$ cat src/rtl/cpu_fsm.sv
// Moore control FSM for the simple RISC datapath: decodes opcode/op latched on the
// start strobe and sequences regfile, A/B/C pipeline registers, status register and ALU op.
module cpu_fsm (
    input  logic       clk,
    input  logic       reset,
    input  logic       s,
    input  logic [2:0] opcode,
    input  logic [1:0] op,
    output logic       w,
    output logic [2:0] nsel,
    output logic [3:0] vsel,
    output logic       loada,
    output logic       loadb,
    output logic       loadc,
    output logic       loads,
    output logic       write,
    output logic       asel,
    output logic       bsel,
    output logic [1:0] alu_op
);

    // state    | meaning
    // S_WAIT   | idle, w=1, accepts s and latches opcode/op
    // S_DECODE | branch on latched {opcode,op}, no strobes
    // S_GET_A  | read Rn into A
    // S_GET_B  | read Rm into B
    // S_EXEC   | ALU result into C, or status update for CMP
    // S_WR_REG | write C back to Rd
    // S_WR_IMM | write sximm8 to Rn
    typedef enum logic [2:0] {
        S_WAIT   = 3'd0,
        S_DECODE = 3'd1,
        S_GET_A  = 3'd2,
        S_GET_B  = 3'd3,
        S_EXEC   = 3'd4,
        S_WR_REG = 3'd5,
        S_WR_IMM = 3'd6
    } state_t;

    state_t     state;
    state_t     state_nxt;
    logic [2:0] opcode_q;
    logic [1:0] op_q;
    logic [4:0] instr;

    assign instr = {opcode_q, op_q};

    always_ff @(posedge clk or posedge reset) begin
        if (reset) begin
            state    <= S_WAIT;
            opcode_q <= 3'b000;
            op_q     <= 2'b00;
        end else begin
            state <= state_nxt;
            if (state == S_WAIT && s) begin
                opcode_q <= opcode;
                op_q     <= op;
            end
        end
    end

    always_comb begin
        state_nxt = state;
        w         = 1'b0;
        nsel      = 3'b000;
        vsel      = 4'b0001;
        loada     = 1'b0;
        loadb     = 1'b0;
        loadc     = 1'b0;
        loads     = 1'b0;
        write     = 1'b0;
        asel      = 1'b0;
        bsel      = 1'b0;
        alu_op    = 2'b00;
        case (state)
            S_WAIT: begin
                w = 1'b1;
                if (s) state_nxt = S_DECODE;
            end
            S_DECODE: begin
                case (instr)
                    5'b110_10: state_nxt = S_WR_IMM;
                    5'b110_00,
                    5'b101_11: state_nxt = S_GET_B;
                    5'b101_00,
                    5'b101_01,
                    5'b101_10: state_nxt = S_GET_A;
                    default:   state_nxt = S_WAIT;
                endcase
            end
            S_GET_A: begin
                nsel      = 3'b100;
                loada     = 1'b1;
                state_nxt = S_GET_B;
            end
            S_GET_B: begin
                nsel      = 3'b001;
                loadb     = 1'b1;
                state_nxt = S_EXEC;
            end
            S_EXEC: begin
                // MOV Rd,Rm passes Rm through the adder with A forced to zero
                if (instr == 5'b110_00) begin
                    asel   = 1'b1;
                    alu_op = 2'b00;
                end else begin
                    alu_op = op_q;
                end
                if (instr == 5'b101_01) begin
                    loads     = 1'b1;
                    state_nxt = S_WAIT;
                end else begin
                    loadc     = 1'b1;
                    state_nxt = S_WR_REG;
                end
            end
            S_WR_REG: begin
                nsel      = 3'b010;
                vsel      = 4'b0001;
                write     = 1'b1;
                state_nxt = S_WAIT;
            end
            S_WR_IMM: begin
                nsel      = 3'b100;
                vsel      = 4'b0100;
                write     = 1'b1;
                state_nxt = S_WAIT;
            end
            default: state_nxt = S_WAIT;
        endcase
    end

endmodule
$ cat config.mk
export PLATFORM = sky130hd
export DESIGN_NAME = cpu_fsm
export DESIGN_NICKNAME = d
export VERILOG_FILES = /design/src/rtl/cpu_fsm.sv
export SDC_FILE = /design/constraint.sdc
export NUM_CORES = 1
export LEC_CHECK = 0
export BUFFER_PORTS_ARGS = -buffer_cell sky130_fd_sc_hd__buf_4
export CAP_MARGIN = 30
export CORE_MARGIN = 2
export CORE_UTILIZATION = 40
export DETAILED_ROUTE_END_ITERATION = 6
export PLACE_DENSITY_LB_ADDON = 0.08
export SLEW_MARGIN = 30
export SYNTH_ARGS = -nofsm -noshare
export SYNTH_HDL_FRONTEND = slang
export SYNTH_SLANG_ARGS = --single-unit
$ cat constraint.sdc
create_clock -name clk -period 1.2 [get_ports clk]
set_clock_uncertainty 0.05 [all_clocks]
set_input_delay 0.12 -clock clk [delete_from_list [all_inputs] [get_ports clk]]
set_output_delay 0.12 -clock clk [all_outputs]
set_load 0.02 [all_outputs]
Yosys cells after proc, flatten, opt, wreduce, memory -nomap -nowiden --
Cells that the tools add are included. W data, S select, Z words.
Word-level totals: flip-flop bits (word level) 8, input bits 8, output and inout port bits 17, logic and storage cells 40
Cells by class: equal/unequal tests 13, muxes and demuxes 18, reductions and logical operators 6
Operators with widths (count):
- $eq A5 B5 Y1 const B | 6
- $pmux W3 S3 | 2
- $pmux W3 S5 | 1
- $mux W1 | 10
- $eq A3 B3 Y1 const B | 3
- $mux W3 | 3
- $eq A3 B2 Y1 const B | 2
- $reduce_or A2 Y1 | 3
- $mux W2 | 2
- $eq A3 B1 Y1 const B | 1
- $logic_not A3 Y1 | 1
- $reduce_or A3 Y1 | 1
- $ne A2 B2 Y1 const B | 1
- $logic_and A1 B1 Y1 | 1

Depth between registers and ports, before layout --
Gate-level depths: netlist (run 1).
word-level depth 4, gate-level depth with buffers 4, depth with buffers taken out 3

Least setup slack after synthesis (run 1) --
No wires, ideal clock.
path kind register to register, start point register state[1], end point register opcode_q[0], setup time 0.125 ns, arrival time 1.311 ns, required time 1.025 ns, path slack -0.286 ns, cell stages (with the launch flop) 4, path buffers 0, clock period less this slack 1.486 ns, path through dfrtp_1 -> nor3_4 -> and2_4 -> mux2_4
Between the ends: cells in the longest elaborated chain, start to end 2
RTL lines:
- start: declaration | line 40 | state_t state;
- start signal: assignment | line 54 | state <= state_nxt;
- $logic_not A3 Y1 | line 55 | if (state == S_WAIT && s) begin
- $logic_and A1 B1 Y1 | line 55
- end signal: assignment | line 56 | opcode_q <= opcode;
- end: declaration | line 42 | logic [2:0] opcode_q;
Every way passes these cells. A chain may end at the register's enable or synchronous reset.

Final worst setup path (run 1) --
start point register state[2], end point output port loadb
Between the ends: cells in the longest elaborated chain, start to end 2
RTL lines:
- $eq A3 B2 Y1 | line 75 | case (state)
- $mux W1 | line 75
- end: declaration | line 13 | output logic loadb,
Every way passes these cells.

==> results of run 1 <==
## timing repair
item                                    CTS  global route
hold buffers                              1             0
buffers inserted                          5             2
resized for setup                        30            20
endpoints found under the hold margin     8             0
cloned                                    0             0
endpoints found under the setup margin   20            22
pin swaps                                 5             8
## Yosys cell counts, types with 2 or more instances
library cell              count  area [sq um]
sky130_fd_sc_hd__mux2_4       3          45.0
sky130_fd_sc_hd__nand3_1      4          20.0
sky130_fd_sc_hd__dfrtp_1      8           200
sky130_fd_sc_hd__and3_1       2          12.5
sky130_fd_sc_hd__o21ai_0      3          15.0
sky130_fd_sc_hd__nor2b_1      2          12.5
sky130_fd_sc_hd__nand2_1      3          11.3
sky130_fd_sc_hd__inv_1        7          26.3
sky130_fd_sc_hd__buf_4        4          30.0
sky130_fd_sc_hd__nor2_1       7          26.3
## per-layer routing
metal | vias up | GRT usage [%] | part of all wire [%]
li1 | 291 | - | -
met1 | 271 | 23.6 | 38
met2 | 21 | 41.4 | 55
met3 | 5 | 9.78 | 4.6
met4 | 0 | 7.50 | 2.2
met5 | - | 0 | 0
## kinds of logic (layout without fill, tap and decap cells)
group / Yosys count / in the layout / share of synthesized area (%)
simple gates: 28 / 28 / 31.3
buf+inv: 12 / 51 / 11.2
compound gates: 10 / 10 / 12.1
flops: 8 / 8 / 36.5
mux: 3 / 3 / 8.22
other cells: 1 / 3 / 0.684
## final timing paths
check,slack [ps],depth (start not counted),startpoint,endpoint
hold / removal,40,2,opcode[2],opcode_q[2]
setup / recovery,-200,4,state[2],loadb
max in group asynchronous,520,3,reset,opcode_q[1]
hold reg to reg,570,2,state[2],state[1]
min in group asynchronous,320,3,reset,opcode_q[2]
setup reg to reg,-120,3,state[2],opcode_q[1]
## stage by stage
stage | TNS [ps] | util (%) | std cells | hold WS (ps) | instance area (sq um)
5_1_grt | -3520 | 83.6 | 118 | 28.3 | 1070
2_1_floorplan | -1020 | - | 64 | -114 | 597
3_3_place_gp | -312 | 65.0 | 108 | 36.3 | 836
6_report | -2570 | 83.6 | 118 | 44.6 | 1070
4_1_cts | -2820 | 78.2 | 118 | 40.5 | 1000
3_5_place_dp | -353 | 65.0 | 108 | 38.1 | 836
## registers in the layout, summed over array words and instances, names as in the netlist
| register | count |
|---|---|
| state | 3 |
| opcode_q | 3 |
| op_q | 2 |
## placed cells by master (no fill, tap or decap), types with 2 or more instances in the layout
cell	Yosys	routed
sky130_fd_sc_hd__dfrtp_1	8	4
sky130_fd_sc_hd__conb_1	1	3
sky130_fd_sc_hd__and3_4	0	3
sky130_fd_sc_hd__buf_6	0	17
sky130_fd_sc_hd__clkbuf_4	0	3
sky130_fd_sc_hd__o21ai_2	0	2
sky130_fd_sc_hd__dfrtp_2	0	4
sky130_fd_sc_hd__nor2b_4	0	2
sky130_fd_sc_hd__mux2_4	3	3
sky130_fd_sc_hd__nand3_1	4	2
sky130_fd_sc_hd__buf_4	4	22
sky130_fd_sc_hd__inv_2	0	3
sky130_fd_sc_hd__nor2_4	0	4
sky130_fd_sc_hd__nor2_2	0	3
sky130_fd_sc_hd__inv_1	7	3
## power groups by stage
stage / Combinational [W] / Clock, W / Sequential, W
6_report: 0.00199 / 0.000224 / 0.000578
5_1_grt: 0.00212 / 0.000248 / 0.000598
4_1_cts: 0.00181 / 0.000228 / 0.000548
3_5_place_dp: 0.00145 / 0 / 0.000525
3_3_place_gp: 0.00143 / 0 / 0.000527
2_1_floorplan: 0.000802 / 0 / 0.000561
## layout make-up
| cell class | instances | area (sq um) |
|---|---|---|
| Clock buffer | 4 | 26.3 |
| Fill cell | 76 | 210 |
| Inverter | 7 | 28.8 |
| Multi-Input combinational cell | 44 | 429 |
| Sequential cell | 8 | 205 |
| Tap cell | 15 | 18.8 |
| Timing Repair Buffer | 40 | 367 |
==> metrics list, run 1 <==
* Worst supply voltage drop on vdd: 0.00160 V
- Final net count: 112
- Setup repair after global routing missed its margin: true
* Share of cells above drive strength 1: 78.6%
- After synthesis, flip-flops and latches occupy 36.5% of the total area.
- Combinational group share of total power: 71.3%
- On the worst path, the slowest cell contributes a delay of 430 ps.
- Using the TritonRoute via totals, the vias-per-cell ratio works out to 4.98.
* Internal power of the cells: 0.00162 W
- The detail route stage leaves a number of antenna-violating nets equal to 0.
- TritonCTS built the clock tree.
* Total grt overflow: 0
* Maximum fanout along the worst path: 7
* Core Region: 1280 sq um
- Number of placement rows: 13
* Mean area per synthesized cell: 8.84 sq um
- The first global-routing pass estimated 2.35 mm of wire.
- Share of the clock period used by the worst path after layout: 117%
- Maximum level of the CTS H-tree: 1
* Pin count of the biggest net entering global routing: 9
* Die Footprint: 1680 sq um
- Global placer's final weighted congestion: 0.747
- The slowest stage of the critical path belongs to the cell sky130_fd_sc_hd__dfrtp_2.
* Switching power total: 0.00118 W
- Clock network latency to the later pin of the worst-skew pair: 260 ps
- STA classifies the critical path startpoint as a register.
- Sequential cells account for 20.7% of the total power.
* # diodes: 0
* Net Sw Frac: 42.1%
* Violations in the final reports: negative setup slack
- The total count of max-transition violations in the final report came to 0.
- The run finished, with violations left.
- The number of antenna violations at the first check in global routing is 0.
- For this design the top-level I/O count stands at 25.
- Clock tree synthesis inserted a total of 3 buffers.
- Across all layers, the routed design uses 588 vias.
- Routed wirelength normalized by instance count: 13.4 um
- The number of different library cells used by synthesis comes to 29.
- After layout, the minimum clock period comes to 1400 ps.
- The Yosys step of the flow raised 0 warnings.
- Detailed Route Iter0 Violations: 6
- Port buffering added 21 buffers.
- Crit-path cells: buf_6 -> nand2b_4 -> nor2_4 -> buf_6
* CTS clk-pin slew, worst paths: 60 ps
- Crit path kind: reg2out
- Die Width: 41.0 um
- Type of destination of the critical path: primary output
- Detailed placement finished with a half-perimeter wire length of 1.06 mm.
- Counting along the longest clock path gives a buffer depth of 2.
- The synthesized design contains 8 register bits.
- Derived from the worst setup path, the maximum achievable clock frequency is 714 MHz.
- Data arrival time of the critical path: 1230 ps
- Effective utilization at floorplan: 42.6%
- The number of global-route vias before repair is 539.
- Area delta synth->final: 96.1%
- In this run the cell area of the synthesized design comes to 548 sq um.
* Count of endpoints failing setup in the final report: 18
- Power spread over the standard cell area amounts to 2600 nW/um^2.
- Routed wire length: 1.58 mm
- Tot GR Track Use: 23.0%
* Post-synth ARST share: 100%
* Slack of the critical path: -200 ps
* Top_reg_cell synth: sky130_fd_sc_hd__dfrtp_1
- Die Y: 41.0 um
* Worst slack, placed: -103 ps
- PnR Total Power: 0.00279 W
- Kind of cell adding the most delay to the critical path: flip-flops
- After technology mapping, the gate count stands at 62.
- Number of buffers and inverters on the critical path: 2
- CTS root buf: sky130_fd_sc_hd__clkbuf_4
* Number of search-and-repair iterations in the first detailed-routing pass: 4
* Clk network pwr share: 8.0%
* CP dominant cell by count: sky130_fd_sc_hd__buf_6
- Type of the most critical hold path: in2reg
* MaxCap Viol Count: 0
- The number of hold-slack violations in the final timing report came to 0.
* Req. time, crit path: 1030 ps
* # DRC: 0
- The tree built by TritonCTS fans out to 8 sinks.
* Post-synth EDFFs: 0
- Pleak: 0.495 nW
Power figures use the tool's default switching activity.
==> run 2: changes to the inputs <==
- CAP_MARGIN: 30 -> 20
- CORE_MARGIN: 2 -> 8
==> run 2 against run 1 <==
The run still ends with negative setup slack left. Clock power rose by 2%. Worst setup slack got worse by 60 ps. Wire length rose by 27%. Final area rose by 3.8%. Fmax fell by 4.1%. Utilization rose by 3.2 points. Via count rose by 4.6%. Power rose by 4.0%. Critical path depth rose by 1. Final cell count rose by 4.2%.
==> metrics list, run 2 (synthesis results as in run 1) <==
- Result of the run: finished, violations left (unchanged).
- Violations in the final reports: negative setup slack (unchanged)
- The data arrival at the endpoint of the critical path came to 1290 ps (was 1230 ps).
- Clock tree from TritonCTS: done (unchanged)
- The number of top-level design ports was 25 (unchanged).
* Routed wire length: 2.01 mm (was 1.58 mm)
- Area delta synth->final: 104% (was 96.1%)
- The switching fraction of total power was 42.7% (was 42.1%).
- The filler-free cell count of the finished design was 123 (was 118).
- Setup repair after global routing missed its margin: true (unchanged)
- Worst supply voltage drop on vdd: 0.00174 V (was 0.00160 V)
- Type of destination of the critical path: primary output (unchanged)
* Die Footprint: 2810 sq um (was 1680 sq um)
- The share of total power in sequential cells is 20.0% (was 20.7%).
- The path type of the worst setup path was reg2out (unchanged).
* Final critical-path required period: 1460 ps (was 1400 ps)
* Final net count: 116 (was 112)
* Share of cells above drive strength 1: 77.6% (was 78.6%)
- The total setup violations reported at the end of the flow came to 20 (was 18).
- Commonest non-fill, non-tap cell in the layout: sky130_fd_sc_hd__buf_4 (unchanged)
- Switching power total: 0.00124 W (was 0.00118 W)
- Detailed-route via count: 615 (was 588)
- The number of antenna violations at the first check in global routing came to 1 (was 0).
- Pleak: 0.521 nW (was 0.495 nW)
* CTS Buffer Depth: 2 (unchanged)
- The internal cell power is 0.00166 W (was 0.00162 W).
- Slack of the critical path: -260 ps (was -200 ps)
* CTS clk-pin slew, worst paths: 60 ps (about the same)
* Detailed Route Iter0 Violations: 5 (was 6)
- Fin Setup TNS: -3230 ps (was -2570 ps)
- The post-place setup slack was -93.0 ps (was -103 ps).
* Placed cells: 108 (unchanged)
* Clk network pwr share: 7.9% (was 8.0%)
- Tot GR Track Use: 12.6% (was 23.0%)
- Pin count of the biggest net entering global routing: 9 (unchanged)
* Die Y: 53.0 um (was 41.0 um)
- Global-route wire length before repair: 2.55 mm (was 2.35 mm)
- The antenna violation net count after detailed routing was 0 (unchanged).
- The number of global-route vias before repair is 585 (was 539).
- The iteration count of the initial detailed-routing pass is 3 (was 4).
* Global placer's final weighted congestion: 0.784 (was 0.747)
- The initial standard-cell utilization of the core came to 42.6% (unchanged).
- The peak clock frequency supported by timing came to 685 MHz (was 714 MHz).
- Total grt overflow: 0 (unchanged)
- Share of the clock period used by the worst path after layout: 122% (was 117%)
* Die Width: 53.0 um (was 41.0 um)
* Most used cells in the layout excluding fill and tap cells: sky130_fd_sc_hd__buf_4, sky130_fd_sc_hd__buf_6, sky130_fd_sc_hd__nor2_4, sky130_fd_sc_hd__dfrtp_1 (was sky130_fd_sc_hd__buf_4, sky130_fd_sc_hd__buf_6, sky130_fd_sc_hd__nor2_4, sky130_fd_sc_hd__dfrtp_1, sky130_fd_sc_hd__dfrtp_2)
* Maximum level of the CTS H-tree: 1 (unchanged)
- The type of the worst min-delay path is in2reg (unchanged).
- IO buf count: 21 (unchanged)
- MaxCap Viol Count: 0 (unchanged)
- Final standard cell utilization of the core: 86.9% (was 83.6%)
* Number of placement rows: 13 (unchanged)
- Number of vias per cell: 5.00 (was 4.98)
- Biggest registers after layout: opcode_q: 3 flops, state: 3 flops, op_q: 2 flops (unchanged)
* Total power divided by cell area: 2600 nW/um^2 (about the same)
- The clock latency of the later-clocked register in the worst-skew pair is 270 ps (was 260 ps).
- The CTS buffer count is 3 (unchanged).
- Final hold viol count: 0 (unchanged)
- The peak fanout along the critical path is 4 (was 7).
- The detailed-placement wirelength estimate was 1.23 mm (was 1.06 mm).
- Core Region: 1280 sq um (unchanged)
- Req. time, crit path: 1030 ps (about the same)
* Routed wirelength normalized by instance count: 16.4 um (was 13.4 um)
- The library cell used as clock root buffer was sky130_fd_sc_hd__clkbuf_4 (unchanged).
* Pins Over Slew Limit: 0 (unchanged)
* CTS sink cnt: 8 (unchanged)
* Critical path startpoint category: register (unchanged)
- Combinational group share of total power: 72.1% (was 71.3%)
- The DRC violation count after routing came to 0 (unchanged).
[run 2: metrics by stage]
stage / power [W] / instance area (sq um) / hold slack, ps
5_1_grt: 0.00306 / 1120 / 33.6
3_5_place_dp: 0.00198 / 836 / 38.8
3_3_place_gp: 0.00197 / 836 / 30.3
2_1_floorplan: 0.00136 / 597 / -114
4_1_cts: 0.00248 / 982 / 37.4
6_report: 0.00291 / 1120 / 36.7
[run 2: repair_timing]
| action | CTS | global route |
|---|---|---|
| endpoints found under the setup margin | 18 | 21 |
| gates resized for setup | 25 | 27 |
| hold buffers | 1 | 0 |
| pin swaps | 2 | 5 |
| endpoints found under the hold margin | 8 | 0 |
| setup buffers | 4 | 5 |
[run 2: worst max-delay path, cell delays in order, from the launching register on]
cell                       delay, ps
sky130_fd_sc_hd__dfrtp_2         440
sky130_fd_sc_hd__inv_2           100
sky130_fd_sc_hd__buf_6           130
sky130_fd_sc_hd__nand2_4          50
sky130_fd_sc_hd__a21boi_2        160
sky130_fd_sc_hd__buf_6           140
[run 2: final cells by class]
type                       instances  area, sq um
tap                               15         18.8
multi-input combinational         44          432
inverter                           7         28.8
clock buffer                       4         26.3
sequential                         8          204
timing repair buffer              44          404
antenna                            1         2.50
fill                              66          169
[run 2: worst paths after layout]
check / to / from / cells past startpoint / slack (ps)
hold / removal: opcode_q[2] / opcode[2] / 2 / 40
min in group asynchronous: opcode_q[2] / reset / 3 / 330
setup reg to reg: state[0] / state[1] / 5 / -210
max in group asynchronous: state[2] / reset / 3 / 520
setup / recovery: write / state[1] / 5 / -260
hold reg to reg: opcode_q[2] / opcode_q[2] / 2 / 600
[run 2: power by group through the flow]
stage / clock network, W / registers (W) / logic [W]
floorplan: 0 / 0.000561 / 0.000802
global placement: 0 / 0.000535 / 0.00143
detailed placement: 0 / 0.000537 / 0.00144
CTS: 0.000229 / 0.000546 / 0.00171
global route: 0.000247 / 0.000597 / 0.00222
finish: 0.000228 / 0.000582 / 0.00210
[run 2: per-layer routing]
metal	up-vias	share of wire [%]	GRT usage, %
met2	20	57	22.3
met5	-	0	0
met4	0	2.7	5.17
met1	292	36	13.1
met3	6	4.6	4.48
li1	297	-	-
